File: src/rtl/serial_byte_rx_if.sv
// Serial receiver bus: sample strobe, serial line and consumer handshake.
interface serial_byte_rx_if #(
    parameter int DATA_W = 8
);
    logic              bit_en;
    logic              s_in;
    logic              data_ack;
    logic [DATA_W-1:0] p_out;
    logic              data_valid;
    logic              frame_err;
    logic              overrun;
    logic              busy;

    // Receiver side: consumes the line and strobe, produces the word and flags.
    modport slave (
        input  bit_en, s_in, data_ack,
        output p_out, data_valid, frame_err, overrun, busy
    );

    // Driver/consumer side.
    modport master (
        output bit_en, s_in, data_ack,
        input  p_out, data_valid, frame_err, overrun, busy
    );
endinterface

File: src/rtl/serial_byte_rx.sv
// Framed serial-to-parallel receiver: start bit (double sampled), DATA_W data
// bits MSB first, stop bit. Completed words are offered with a valid/ack
// handshake; bad stop bits pulse frame_err, words lost to an unconsumed
// predecessor set the sticky overrun flag.
module serial_byte_rx #(
    parameter int DATA_W = 8
) (
    input  logic             clk,
    input  logic             rst,
    serial_byte_rx_if.slave  bus
);
    localparam int CNT_W = $clog2(DATA_W) + 1;
    localparam logic [CNT_W-1:0] LAST_BIT = CNT_W'(DATA_W - 1);

    typedef enum logic [1:0] {
        IDLE,
        START_CHK,
        DATA,
        STOP
    } state_t;

    state_t            state_q, state_d;
    logic [DATA_W-1:0] shift_q, shift_d;
    logic [CNT_W-1:0]  cnt_q, cnt_d;
    logic [DATA_W-1:0] p_out_q, p_out_d;
    logic              data_valid_q, data_valid_d;
    logic              overrun_q, overrun_d;
    logic              frame_err_q, frame_err_d;

    // Next-state: framing FSM advances only on strobes; the ack path runs every cycle.
    always_comb begin
        state_d      = state_q;
        shift_d      = shift_q;
        cnt_d        = cnt_q;
        p_out_d      = p_out_q;
        data_valid_d = data_valid_q;
        overrun_d    = overrun_q;
        frame_err_d  = 1'b0;

        if (bus.data_ack && data_valid_q) begin
            data_valid_d = 1'b0;
            overrun_d    = 1'b0;
        end

        if (bus.bit_en) begin
            case (state_q)
                IDLE: begin
                    if (!bus.s_in) state_d = START_CHK;
                end
                START_CHK: begin
                    // Second low sample confirms the start bit; a high one is a glitch.
                    if (!bus.s_in) begin
                        state_d = DATA;
                        cnt_d   = '0;
                    end else begin
                        state_d = IDLE;
                    end
                end
                DATA: begin
                    shift_d = (shift_q << 1) | DATA_W'(bus.s_in);
                    cnt_d   = cnt_q + 1'b1;
                    if (cnt_q == LAST_BIT) state_d = STOP;
                end
                STOP: begin
                    if (bus.s_in) begin
                        // A same-edge ack frees the holding register for the new word.
                        if (!data_valid_q || bus.data_ack) begin
                            p_out_d      = shift_q;
                            data_valid_d = 1'b1;
                        end else begin
                            overrun_d = 1'b1;
                        end
                    end else begin
                        frame_err_d = 1'b1;
                    end
                    state_d = IDLE;
                end
                default: state_d = IDLE;
            endcase
        end
    end

    // State registers with asynchronous reset.
    always_ff @(posedge clk or posedge rst) begin
        if (rst) begin
            state_q      <= IDLE;
            shift_q      <= '0;
            cnt_q        <= '0;
            p_out_q      <= '0;
            data_valid_q <= 1'b0;
            overrun_q    <= 1'b0;
            frame_err_q  <= 1'b0;
        end else begin
            state_q      <= state_d;
            shift_q      <= shift_d;
            cnt_q        <= cnt_d;
            p_out_q      <= p_out_d;
            data_valid_q <= data_valid_d;
            overrun_q    <= overrun_d;
            frame_err_q  <= frame_err_d;
        end
    end

    assign bus.p_out      = p_out_q;
    assign bus.data_valid = data_valid_q;
    assign bus.overrun    = overrun_q;
    assign bus.frame_err  = frame_err_q;
    assign bus.busy       = (state_q != IDLE);
endmodule

File: src/flat_wrapper.sv
// flat-port wrapper written by rule: the top's interface ports become plain ports
module serial_byte_rx_flat 
#(
    parameter int DATA_W = 8
)
  (clk, rst, bus_bit_en, bus_s_in, bus_data_ack, bus_p_out, bus_data_valid, bus_frame_err, bus_overrun, bus_busy);
  serial_byte_rx_if #(.DATA_W(DATA_W)) bus_i ();
  input  logic clk;
  input  logic rst;
  input wire logic [$bits(bus_i.bit_en)-1:0] bus_bit_en;
  input wire logic [$bits(bus_i.s_in)-1:0] bus_s_in;
  input wire logic [$bits(bus_i.data_ack)-1:0] bus_data_ack;
  output wire logic [$bits(bus_i.p_out)-1:0] bus_p_out;
  output wire logic [$bits(bus_i.data_valid)-1:0] bus_data_valid;
  output wire logic [$bits(bus_i.frame_err)-1:0] bus_frame_err;
  output wire logic [$bits(bus_i.overrun)-1:0] bus_overrun;
  output wire logic [$bits(bus_i.busy)-1:0] bus_busy;
  assign bus_i.bit_en = bus_bit_en;
  assign bus_i.s_in = bus_s_in;
  assign bus_i.data_ack = bus_data_ack;
  assign bus_p_out = bus_i.p_out;
  assign bus_data_valid = bus_i.data_valid;
  assign bus_frame_err = bus_i.frame_err;
  assign bus_overrun = bus_i.overrun;
  assign bus_busy = bus_i.busy;
  serial_byte_rx #(.DATA_W(DATA_W)) u_core (.clk(clk), .rst(rst), .bus(bus_i));
endmodule
File: config.mk
export PLATFORM = sky130hd
export DESIGN_NAME = serial_byte_rx_flat
export DESIGN_NICKNAME = d
export VERILOG_FILES = /design/src/rtl/serial_byte_rx_if.sv /design/src/rtl/serial_byte_rx.sv /design/src/flat_wrapper.sv
export SDC_FILE = /design/constraint.sdc
export NUM_CORES = 1
export LEC_CHECK = 0
export ABC_AREA = 1
export CORE_MARGIN = 3
export CORE_UTILIZATION = 30
export CTS_BUF_LIST = sky130_fd_sc_hd__clkbuf_4
export CTS_CLUSTER_DIAMETER = 120
export DETAILED_ROUTE_END_ITERATION = 10
export HOLD_SLACK_MARGIN = 0.12
export PLACE_DENSITY = 0.58
export SLEW_MARGIN = 20
export SYNTH_ARGS = -nofsm -noshare
export SYNTH_HDL_FRONTEND = slang
export SYNTH_SLANG_ARGS = --single-unit
File: constraint.sdc
create_clock -name clk -period 3.05 [get_ports clk]
set_input_delay 0.61 -clock clk [delete_from_list [all_inputs] [get_ports clk]]
set_output_delay 0.61 -clock clk [all_outputs]
set_load 0.05 [all_outputs]
=== Word-level counts from Yosys, hierarchy flattened ===
Cells that the tools add are included.

* Register bits: 25
* Input port bits: 5
* Output and inout port bits: 12
* Word-level logic and storage cells: 45

* Bitwise gates (word level): 1
* $add $sub $neg: 1
* Equality and inequality tests: 7
* Reduce and logical (&&, ||, !) cells: 10
* Mux-type cells: 19

{| class="wikitable"
|+ Operator list
! cell !! number
|-
| $mux 1 || 13
|-
| $or 8x1->8 || 1
|-
| $pmux 2 s4 || 1
|-
| $pmux 4 s2 || 1
|-
| $mux 2 || 3
|-
| $reduce_and 3->1 || 2
|-
| $add 4x1->4 const B || 1
|-
| $eq 2x2->1 const B || 2
|-
| $eq 4x3->1 const B || 1
|-
| $mux 4 || 1
|-
| $ne 2x2->1 const B || 2
|-
| $reduce_and 4->1 || 1
|-
| $reduce_bool 2->1 || 2
|-
| $eq 2x1->1 const B || 1
|-
| $logic_not 2->1 || 1
|-
| $ne 2x1->1 const B || 1
|-
| $reduce_and 2->1 || 1
|-
| $logic_and 1x1->1 || 1
|-
| $logic_not 1->1 || 1
|-
| $logic_or 1x1->1 || 1
|}

=== Logic depth before layout (Yosys ltp) ===
Gate-level depths: netlist of the first run.

* Depth after elaboration: 6
* Depth in mapped cells: 6

=== Least setup slack after synthesis of the first run ===
OpenSTA, ideal clock, no wires.

* Kind: flip-flop to output port
* Start point: reg u_core.state_q[0]
* End point: out bus_busy
* Path buffers: 0
* Stages on the path, launching flop included: 3
* Path slack: 1.666 ns
* Data arrival time: 0.774 ns
* Cells stage by stage: dfrtp_1 -> nor2_1 -> inv_1

* Word-level cells in the longest chain between the ends: 1

{| class="wikitable"
|+ Ends and longest elaborated chain
! what !! line !! source
|-
| start, declared || serial_byte_rx.sv:22 || <nowiki>state_t state_q, state_d;</nowiki>
|-
| start signal, assigned || serial_byte_rx.sv:94 || <nowiki>state_q <= state_d;</nowiki>
|-
| $reduce_bool 2->1 || serial_byte_rx.sv:108 || <nowiki>assign bus.busy = (state_q != IDLE);</nowiki>
|-
| end, declared || flat_wrapper.sv:17 || <nowiki>output wire logic [$bits(bus_i.busy)-1:0] bus_busy;</nowiki>
|}

No other way between the ends.

=== Worst setup path in the final report of the first run ===
Ends and elaborated chain as after synthesis.

==> out/results.md, run 1 <==
* **Yosys Warn Count** 0
* **Pre-antenna DRT Iters** 4
* **Post-CTS Setup Inserts** 0
* **sequential element share of the synthesized area** 56.82%
* **hold violation total from the final report** 0
* **Final Non-Filler Cells** 181
* **Total Power Consumption** 1.328 mW
* **Fill cells** 351
* **CTS-repair resized insts** 0
* **cell with the biggest individual delay on the critical path** clkdlybuf4s50_1
* **multiplexer area fraction after synthesis** 0%
* **Setup TNS Final** 0 ns
* **leading cell type in the layout, fill and taps excluded** nand2_1
* **Layout Nets** 142
* **Avg Synthesized Cell Area** 9.331 sq um
* **die area** 4433 sq um
* **Pins Over Slew Limit** 0
* **final critical-path share of the clock period** 76.27%
* **longest individual stage delay on the worst path** 0.79 ns
* **detailed-route vias per instance** 4.354
* **clock latency of the later-clocked register in the worst-skew pair** 0.31 ns
* **highest attainable clock frequency** 429.9 MHz
* **Final setup violation count** 0
* **Inserted Clock Buffers** 3
* **count of buffer and inverter cells on the critical path** 2
* **share of synthesized cell area in and, or, nand and nor gates** 20.68%
* **DRC violations left** 0
* **Leak** 0.6377 nW
* **top cells by area in the synthesized netlist** dfrtp_1 (57%), nand2_1 (9.9%), inv_1 (6.1%), o21ai_2 (5.6%), nand3_1 (4.1%)
* **Cell Count Post-Placement** 177
* **number of buffers added to fix hold violations after cts** 0
* **first-pass GRT wire length** 3.277 mm
* **minimum period implied by the final worst setup slack** 2.326 ns
* **biggest area consumer among synthesized cells** dfrtp_1
* **Clock Pin Slew Worst Setup and Hold Paths** 0.13 ns
* **TritonCTS clock tree** done
* **post-synth cell types** 17
* **via count of the first global-routing pass** 776
* **depth of the CTS H-tree** 1
* **Hold Path Class** reg2reg
* **share of cells above drive strength 1** 13.33%
* **number of cell rows** 21
* **total power density per cell area** 1010 nW/um^2
* **HPWL after DPL** 1.338 mm
* **compound-gate portion of the synthesized area** 12.16%
* **largest family of logic cells by synthesized area** simple AND/OR/NAND/NOR gates
* **critical setup path kind** reg2out
* **Worst Reg2Reg Path Length in Cells** 5
* **Bufs on Longest Clock Path** 2
* **CTS Sinks** 25
* **Critical Path AT** 1.72 ns
* **die boundary height** 66.58 microns
* **antenna violations before repair** 0
* **WP depth** 3
* **cell family with most CP delay** buffers and inverters
* **final RePlAce weighted congestion** 0.7202
* **number of vias in the routed layout** 788
* **WL/cell** 10.14 microns
* **flip-flop and latch count after synthesis** 25
* **nets in the synthesized netlist** 124
* **maximum fanout encountered on the critical timing path** 6
* **hold-critical path depth** 2
* **I/O pins** 17
* **parity-gate share of the synthesized area counting xor and xnor cells** 0%
* **total of buffers placed on input and output ports** 16
* **actual slew at the worst max-slew pin** 0.9184 ns
* **final clock skew** 0.01299 ns
* **most used cells in the layout excluding fill and tap cells** nand2_1 (29), dfrtp_1 (25), inv_1 (18)
* **pin count of the biggest net entering global routing** 26
* **area share of fa/ha/maj cells after synthesis** 1.136%
* **Die X** 66.58 microns
* **Crit. End Element** output port
* **maxcap violations** 0
* **First DRT Iteration DRCs** 35
* **area added between synthesis and finish** 19.43%
* **Initial Util** 31.99%
* **headroom to the max-slew limit** 38.71%
* **Detailed Route WL** 1.835 mm
* **DRT antenna net count** 0
* **RSZ-0062 raised after global routing** no
* **remaining global-route overflow** 0
* **worst supply voltage drop on vdd** 0.0004045 V
* **Clock Tree Root** clkbuf_4
* **area of the placeable core** 3442 sq um
* **Critical Path Source Type** flop
* **ANT cells** 0
* **outcome** completed
* **data required time of the critical path** 2.44 ns
* **Total Routing Usage GR** 9.482%
* **area share of the largest cell type after synthesis** 56.82%
* **cell count after synthesis** 118
* **list of cells traversed by the critical path** nor2_1, inv_1, clkdlybuf4s50_1
* **total standard cell area after synthesis** 1101 sq um
[cell families (layout without fill, tap and decap cells)]
family	after synthesis	in the layout
flops	25	25
compound gates	21	21
buf+inv	21	38
simple gates	50	50
fa+ha+maj	1	1
[state kept, by name (all words and copies together) (netlist names), named ones only]
| name | count |
|---|---|
| u_core.bus.p_out | 8 |
| u_core.shift_q | 8 |
| u_core.cnt_q | 4 |
| u_core.bus.data_valid | 1 |
| u_core.bus.frame_err | 1 |
| u_core.state_q | 1 |
[layer usage]
metal	part of all wire [%]	GRT usage (%)	wire (microns)	vias to the layer above
li1	-	-	-	407
met1	49	10.96	893	362
met2	46	16.83	842	17
met3	3.9	2.530	72	2
met4	1.5	3.046	27	0
met5	0	0	0	-
[metrics by stage]
step	hold WS [ns]	utilization, %	cell area [sq um]	setup WS, ns
2_1_floorplan	0.4588	-	1101	1.666
3_3_place_gp	0.4559	37.33	1285	1.129
3_5_place_dp	0.4614	37.33	1285	1.079
4_1_cts	0.4949	38.20	1315	0.7017
5_1_grt	0.5186	38.20	1315	0.6261
6_report	0.4866	38.20	1315	0.7238
[final timing paths]
path / startpoint / end / slack, ns
worst min register to register: u_core.bus.p_out[7] / u_core.bus.p_out[7] / 0.49
worst max register to register: u_core.state_q[0] / u_core.cnt_q[2] / 1.77
min in group asynchronous: rst / u_core.bus.p_out[6] / 0.78
worst min-delay path: u_core.bus.p_out[7] / u_core.bus.p_out[7] / 0.49
max in group asynchronous: rst / u_core.shift_q[1] / 1.70
worst max-delay path: u_core.state_q[0] / bus_busy / 0.72
[cell type report]
type / count / area (sq um) / share of cell area, %
Clock buffer: 4 / 30.03 / 2.284
Inverter: 18 / 67.56 / 5.138
Multi-Input combinational cell: 72 / 374.1 / 28.45
Sequential cell: 25 / 625.6 / 47.57
Tap cell: 46 / 57.56 / 4.377
Timing Repair Buffer: 16 / 160.2 / 12.18
[where the power goes]
part           switching (mW)  leakage (nW)  internal (mW)  total (mW)
Combinational           0.413         0.290          0.210       0.623
Sequential             0.0895         0.330          0.464       0.554
Clock                  0.0924        0.0184         0.0600       0.152
Total                   0.594         0.638          0.734        1.33
[synth_stat cells, drive strengths merged]
library cell	instances
nand2	34
dfrtp	25
o21ai	19
inv	18
nand3	9
nor2	5
buf	3
a21oi	1
a22oi	1
ha	1
nor3	1
or2	1
[tightest hold or removal path: stages (launching register included)]
cell and delay [ns]:
dfrtp_1 0.37, nand2_1 0.05, nand2_1 0.04
Power figures use the tool's default switching activity.
==> run 2: changes to the inputs <==
Settings changed: PLACE_DENSITY 0.58 to 0.59.
Clock period 3.05 ns to 1.95 ns, I/O delays scaled along.
==> run 2 against run 1 <==
Combinational power is 55% higher. Power is 56% higher. Final cell count is 0.55% higher. Via count is 3.8% lower.
==> out/results.md, run 2 (synthesis results as in run 1) <==
* **number of vias in the routed layout** 758
* **first-pass GRT wire length** 3.091 mm
* **Clock Pin Slew Worst Setup and Hold Paths** 0.13 ns
* **Layout Nets** 143
* **minimum period implied by the final worst setup slack** 1.885 ns
* **share of cells above drive strength 1** 16.18%
* **area of the placeable core** 3442 sq um
* **TritonCTS clock tree** done
* **via count of the first global-routing pass** 739
* **Final setup violation count** 0
* **Critical Path Source Type** flop
* **Inserted Clock Buffers** 3
* **maximum fanout encountered on the critical timing path** 2
* **Fill cells** 344
* **maxcap violations** 0
* **actual slew at the worst max-slew pin** 0.4976 ns
* **sequential fraction of design power** 41.8%
* **HPWL after DPL** 1.236 mm
* **Bufs on Longest Clock Path** 2
* **GR met1 Demand/Resource** 10.64%
* **fraction of met3 tracks used by global routing** 3.035%
* **Clock Tree Root** clkbuf_4
* **share of the core filled with cells in the final layout** 38.28%
* **die area** 4433 sq um
* **Initial Util** 31.99%
* **most used cells in the layout excluding fill and tap cells** nand2_1 (29), dfrtp_1 (25), inv_1 (18)
* **CTS Sinks** 25
* **DRT antenna net count** 0
* **detailed-route vias per instance** 4.165
* **Internal Dissipation** 1.140 mW
* **depth of the CTS H-tree** 1
* **Setup TNS Final** 0 ns
* **number of cell rows** 21
* **DRC violations left** 0
* **highest attainable clock frequency** 530.6 MHz
* **pin count of the biggest net entering global routing** 26
* **gr busiest metal** met2
* **sw power** 0.9283 mW
* **Total Power Consumption** 2.069 mW
* **Leak** 0.6641 nW
* **Pins Over Slew Limit** 0
* **data required time of the critical path** 1.56 ns
* **switching portion of total power** 44.88%
* **total power density per cell area** 1570 nW/um^2
* **longest individual stage delay on the worst path** 0.80 ns
* **cell family with most CP delay** buffers and inverters
* **min setup slack post-route** 0.06520 ns
* **die boundary height** 66.58 microns
* **leading cell type in the layout, fill and taps excluded** nand2_1
* **cell with the biggest individual delay on the critical path** clkdlybuf4s50_1
* **ANT cells** 0
* **Hold Path Class** in2async
* **Pre-antenna DRT Iters** 4
* **worst supply voltage drop on vdd** 0.0004172 V
* **Cell Count Post-Placement** 178
* **Post-CTS Setup Inserts** 0
* **Global Route met2 Usage** 15.47%
* **Clk pwr share** 11.5%
* **total of buffers placed on input and output ports** 16
* **number of buffers added to fix hold violations after cts** 0
* **RSZ-0062 raised after global routing** no
* **remaining global-route overflow** 0
* **I/O pins** 17
* **count of buffer and inverter cells on the critical path** 1
* **critical setup path kind** reg2out
* **final critical-path share of the clock period** 96.66%
* **WL/cell** 9.758 microns
* **Die X** 66.58 microns
* **final clock skew** 0.006114 ns
* **hold violation total from the final report** 0
* **outcome** completed
* **clock latency of the later-clocked register in the worst-skew pair** 0.31 ns
* **Final Non-Filler Cells** 182
* **Detailed Route WL** 1.776 mm
* **final RePlAce weighted congestion** 0.7337
* **list of cells traversed by the critical path** clkdlybuf4s50_1
* **Placement Setup Slack** 0.2787 ns
* **headroom to the max-slew limit** 66.77%
* **share of power burned in combinational logic** 46.7%
* **Total Routing Usage GR** 9.091%
* **area added between synthesis and finish** 19.66%
* **First DRT Iteration DRCs** 28
* **antenna violations before repair** 0
* **Critical Path AT** 1.49 ns
* **Crit. End Element** output port
==> run 2: changes by cell type in the layout (fill, tap and decap cells not counted) <==
cell,change
buf_4,+4
clkdlybuf4s50_1,-4
dlymetal6s2s_1,+1
==> run 2: final timing paths <==
kind	startpoint	endpoint	slack, ns	cells past startpoint
setup / recovery	u_core.bus.p_out[0]	bus_p_out[0]	0.07	1
hold / removal	rst	u_core.bus.p_out[6]	0.41	3
setup reg to reg	u_core.state_q[0]	u_core.cnt_q[0]	0.69	4
hold reg to reg	u_core.bus.p_out[7]	u_core.bus.p_out[7]	0.50	2
max in group asynchronous	rst	u_core.bus.p_out[3]	1.29	3
min in group clk	u_core.bus.p_out[7]	u_core.bus.p_out[7]	0.50	2
==> run 2: worst register-to-register path, stage by stage (launching register included) <==
cell and delay (ns):
dfrtp_1 0.46, nor2_1 0.17, nand2_2 0.26, nand3_1 0.18, o21ai_1 0.08
==> run 2: power groups by stage <==
stage,logic (mW),registers [mW],clock network [mW]
6_report,0.966,0.864,0.238
5_1_grt,1.07,0.894,0.267
4_1_cts,0.983,0.864,0.254
3_5_place_dp,0.977,0.876,0
3_3_place_gp,0.961,0.869,0
2_1_floorplan,0.459,1.13,0
==> run 2: area by class of cell <==
| class | instances | area, sq um | area share (%) |
|---|---|---|---|
| timing repair buffer | 17 | 162.7 | 12.35 |
| multi-input combinational | 72 | 374.1 | 28.40 |
| tap | 46 | 57.56 | 4.368 |
| inverter | 18 | 67.56 | 5.128 |
| clock buffer | 4 | 30.03 | 2.279 |
| sequential | 25 | 625.6 | 47.48 |
==> run 2: layer usage <==
| metal | vias to the layer above | wire [microns] |
|---|---|---|
| met5 | - | 0 |
| met4 | 0 | 27 |
| met3 | 2 | 86 |
| met2 | 16 | 794 |
| met1 | 336 | 867 |
| li1 | 404 | - |
==> run 2: timing repair <==
item / in CTS / in global routing
endpoints found under the setup margin: 0 / 1
gates resized for setup: 0 / 1
hold endpoints to repair: 0 / 0
==> run 2: stage by stage <==
| stage | instance area, sq um | hold WS, ns |
|---|---|---|
| final | 1318 | 0.4138 |
| after global routing | 1318 | 0.4488 |
| after CTS | 1315 | 0.4246 |
| after detailed placement | 1285 | 0.4650 |
| after global placement | 1285 | 0.4650 |
| after floorplan | 1101 | 0.4173 |
